**src/rtl/hack_cpu_control.sv**
```systemverilog
// hack_cpu_control: decodes Hack instructions into ALU controls, holds the
// A/D registers that feed the ALU, writes back results and steps the PC.
module hack_cpu_control (
   input  logic        clock,
   input  logic        reset,
   input  logic [15:0] instruction,
   input  logic        instr_valid,
   input  logic [15:0] inM,
   input  logic [15:0] alu_out,
   input  logic        alu_zr,
   input  logic        alu_ng,
   output logic [15:0] alu_x,
   output logic [15:0] alu_y,
   output logic        zx,
   output logic        nx,
   output logic        zy,
   output logic        ny,
   output logic        f,
   output logic        no,
   output logic [15:0] outM,
   output logic        writeM,
   output logic [14:0] addressM,
   output logic [14:0] pc
);

   localparam int DATA_W = 16;
   localparam int ADDR_W = DATA_W - 1;

   logic [DATA_W-1:0] regA;
   logic [DATA_W-1:0] regD;
   logic [ADDR_W-1:0] regPc;

   logic              isC;
   logic              selM;
   logic [5:0]        aluCtrl;
   logic              destA;
   logic              destD;
   logic              jump;
   logic [ADDR_W-1:0] pcNext;

   // Instruction decode: A-instructions force every control to zero so the
   // ALU sees a benign operation and nothing is written to memory.
   always_comb begin
      isC     = instruction[15];
      selM    = isC & instruction[12];
      aluCtrl = isC ? instruction[11:6] : 6'b000000;
      destA   = isC & instruction[5];
      destD   = isC & instruction[4];
      jump    = isC & ((instruction[2] & alu_ng) |
                       (instruction[1] & alu_zr) |
                       (instruction[0] & ~alu_ng & ~alu_zr));
      // Jump target is A as held before this edge, even when A is a destination.
      pcNext  = jump ? regA[ADDR_W-1:0] : regPc + 1'b1;
   end

   assign alu_x    = regD;
   assign alu_y    = selM ? inM : regA;
   assign {zx, nx, zy, ny, f, no} = aluCtrl;
   assign outM     = alu_out;
   assign addressM = regA[ADDR_W-1:0];
   assign pc       = regPc;
   assign writeM   = isC & instruction[3] & instr_valid & ~reset;

   // Architectural state update: reset, then stall, then A- or C-instruction.
   always_ff @(posedge clock) begin
      if (reset) begin
         regA  <= '0;
         regD  <= '0;
         regPc <= '0;
      end else if (instr_valid) begin
         if (!isC) begin
            regA  <= {1'b0, instruction[14:0]};
            regPc <= regPc + 1'b1;
         end else begin
            if (destA) regA <= alu_out;
            if (destD) regD <= alu_out;
            regPc <= pcNext;
         end
      end
   end

endmodule

```
**config.mk**
```make
export PLATFORM = sky130hd
export DESIGN_NAME = hack_cpu_control
export DESIGN_NICKNAME = d
export VERILOG_FILES = /design/src/rtl/hack_cpu_control.sv
export SDC_FILE = /design/constraint.sdc
export NUM_CORES = 1
export LEC_CHECK = 0
export CORE_MARGIN = 3
export CORE_UTILIZATION = 30
export CTS_CLUSTER_SIZE = 25
export DETAILED_ROUTE_END_ITERATION = 6
export HOLD_SLACK_MARGIN = 0.1
export PLACE_DENSITY = 0.66
export SETUP_SLACK_MARGIN = 0.02
export SYNTH_ARGS = -nofsm -noshare
export SYNTH_HDL_FRONTEND = slang
export SYNTH_SLANG_ARGS = --single-unit
```
**constraint.sdc**
```tcl
create_clock -name clock -period 1.67 [get_ports clock]
set_input_delay 0.2505 -clock clock [delete_from_list [all_inputs] [get_ports clock]]
set_output_delay 0.2505 -clock clock [all_outputs]
set_load 0.01 [all_outputs]
```
==> impl_metrics.yaml <==
clock_tree:
  clock_sinks: 47
  clk_path_buf_depth: 2
  clock_latency_ns: 0.29
  cts_tree: "built"
  cts_hold_buf: 0
  cts_buffers: 5
  cts_root_buffer: "clkbuf_8"
  path_clk_slew_ns: 0.09
  cts_max_level: 2
timing:
  setup_ws_ns: -0.117
  period_minus_slack_ns: 1.79
  setup_viol: 2
  finalMaxSlewViolations: 0
  period_share: 1.07
  clock.fmax_mhz: 560
  tightest_slew_ns: 0.538
  hold_violations: 0
  relSlewSlack: 0.641
  fin_worst_skew_ns: 0.00836
  rsz0062_at_grt: "true"
logic_synthesis:
  yosys_warnings: 0
  ys_seq_area_frac: 0.345
  synth_seq_cells: 47
  syn_inst: 325
  synth_nets: 379
  synth_cell_type_count: 44
  postSynthAreaPerCell_um2: 8.38
  syn-cell-area_um2: 2720
die:
  coreArea_um2: 8760
  die_h_um: 101
  io-pin-count: 138
  chipWidth_um: 101
  die_area_um2: 10300
  start_util: 0.311
  num_rows: 34
final_layout:
  antenna_cells: 0
  final-instance-count-excl-fill: 582
  layout_commonest_cell: "clkdlybuf4s50_1"
  syn2layout_area_growth_pct: 67.6
  mostFrequentLayoutCells: "clkdlybuf4s50_1, buf_4, nand2_1"
  final_area_um2: 4570
  drive_above_1_share: 0.217
  fin_nets: 527
placement:
  io_buffers: 137
  gp_congestion: 0.900
  placed_cells: 568
  postPlaceCellArea_um2: 4350
  hpwl_mm: 7.24
power_and_ir_drop:
  power_density_nw_per_um2: 638
  ir_drop_v: 0.000477
  p_leak_nw: 1.86
  power_mw: 2.91
critical_path:
  cp_max_fo: 3
  critPathKind: "flop to flop"
  cp-end-kind: "flop"
  cp-start-kind: "flop"
  cp.required_ns: 1.90
  cp.arrival_ns: 2.01
detailed_routing:
  drt_iter0_markers: 108
  dr.pass1.iters: 4
  drtAntennaViolNets: 0
  wl_per_cell_um: 16.0
  drc: 0
  wirelength_mm: 9.33
  vias: 2859
  via_per_inst: 4.91
global_route:
  grt_pass1_wl_mm: 14.5
  grt_pass1_vias: 2754
  antenna_found_initial: 0
  grt_max_degree: 49
  grt_usage: 0.177
  grt_overflow_total: 0
run_status:
  violations: "setup timing"
  status: "complete, but fails checks"
min_path:
  worst_hold_path_type: "input pin to flop"
job:
  drv_cap: 0
## cells by family after synthesis
| family | count (synthesis) | share of synthesized area |
|---|---|---|
| flops | 47 | 0.345 |
| compound gates | 68 | 0.169 |
| fa+ha+maj | 1 | 0.00459 |
| mux | 41 | 0.158 |
| simple gates | 110 | 0.199 |
| buf+inv | 58 | 0.123 |
## power by group
group / internal, mW / switching, mW / total (mW) / leakage, nW
sequential: 1.18 / 0.0520 / 1.23 / 0.391
combinational: 0.489 / 0.353 / 0.842 / 1.41
clock: 0.446 / 0.396 / 0.842 / 0.0581
total: 2.11 / 0.801 / 2.91 / 1.86
## metal layers
layer | track usage | vias to the layer above | wire, um
met5 | 0 | - | 0
met4 | 0.0235 | 0 | 21
met3 | 0.0441 | 2 | 591
met2 | 0.291 | 83 | 4520
met1 | 0.241 | 1346 | 4200
li1 | - | 1428 | -
## state kept, by name, summed over array words and instances, names as in the netlist
register / cells
regA: 16
pc: 15
alu_x: 16
## critical path: stages, from the launching register on
cell	delay (ns)
dfxtp_2	0.33
nand4_1	0.19
or4_4	0.56
or4b_1	0.47
a31oi_1	0.17
## through the flow
step / worst slack [ns] / utilization / hold slack [ns] / setup TNS (ns)
finish: -0.117 / 0.521 / 0.429 / -0.204
global route: -0.190 / 0.521 / 0.428 / -0.445
CTS: -0.0953 / 0.516 / 0.462 / -0.173
detailed placement: -0.478 / 0.496 / 0.450 / -20.60
global placement: -0.458 / 0.496 / 0.441 / -19.15
floorplan: -0.0990 / - / 0.386 / -0.191
## layout make-up
cell class                      count  area (um2)
Tap cell                          108         135
Clock buffer                        5        68.8
Multi-Input combinational cell    220        1490
Fill cell                         846        4200
Timing Repair Buffer              193        1840
Inverter                            6        22.5
Sequential cell                    47         963
Clock inverter                      3        43.8
## synth_stat cells
cell type	number	area, um2
a21boi_0	3	22.5
a21oi_1	17	85.1
inv_2	1	3.75
buf_4	31	233
or4_1	3	22.5
a22o_1	1	8.76
nor4_1	4	25.0
nand2_1	40	150
ha_1	1	12.5
o32ai_1	3	26.3
inv_1	5	18.8
nor3b_1	1	7.51
o21a_1	2	15.0
nand3_1	5	25.0
mux2_1	17	191
a211oi_1	17	128
nand2b_1	2	12.5
nor2b_1	7	43.8
or3_1	2	12.5
o21ai_0	4	20.0
and4b_1	1	10.0
o2bb2ai_1	5	43.8
nand3_2	1	10.0
and2b_1	1	7.51
mux2i_1	24	240
o211ai_1	1	7.51
o21ai_1	4	20.0
o21bai_1	2	15.0
nand4_1	3	18.8
nor2_1	23	86.3
and4_1	1	8.76
o21ai_2	1	8.76
buf_2	1	5.00
clkbuf_1	19	71.3
and2_1	7	43.8
buf_1	1	3.75
a311oi_1	2	17.5
and3_1	1	6.26
nor3_1	5	25.0
a31oi_1	4	25.0
or4b_1	2	20.0
a221oi_1	2	17.5
nand3b_1	1	7.51
dfxtp_1	47	941
## timing repair
| item | CTS | global route |
|---|---|---|
| setup endpoints to repair | 32 | 20 |
| cloned | 1 | 0 |
| setup buffers | 5 | 0 |
| pin swaps | 3 | 3 |
| resized for setup | 66 | 16 |
## worst paths after layout
check / startpoint / endpoint / slack [ns] / depth (start not counted)
worst max-delay path: pc[12]$_SDFFE_PP0P_ / pc[14]$_SDFFE_PP0P_ / -0.12 / 4
worst min-delay path: instruction[12] / regA[12]$_SDFFE_PP0P_ / 0.43 / 3
worst max register to register: pc[12]$_SDFFE_PP0P_ / pc[14]$_SDFFE_PP0P_ / -0.12 / 4
worst min register to register: alu_x[9]$_SDFFE_PP0P_ / alu_x[9]$_SDFFE_PP0P_ / 0.46 / 2
Note: power is estimated with default switching activity, not from simulation.
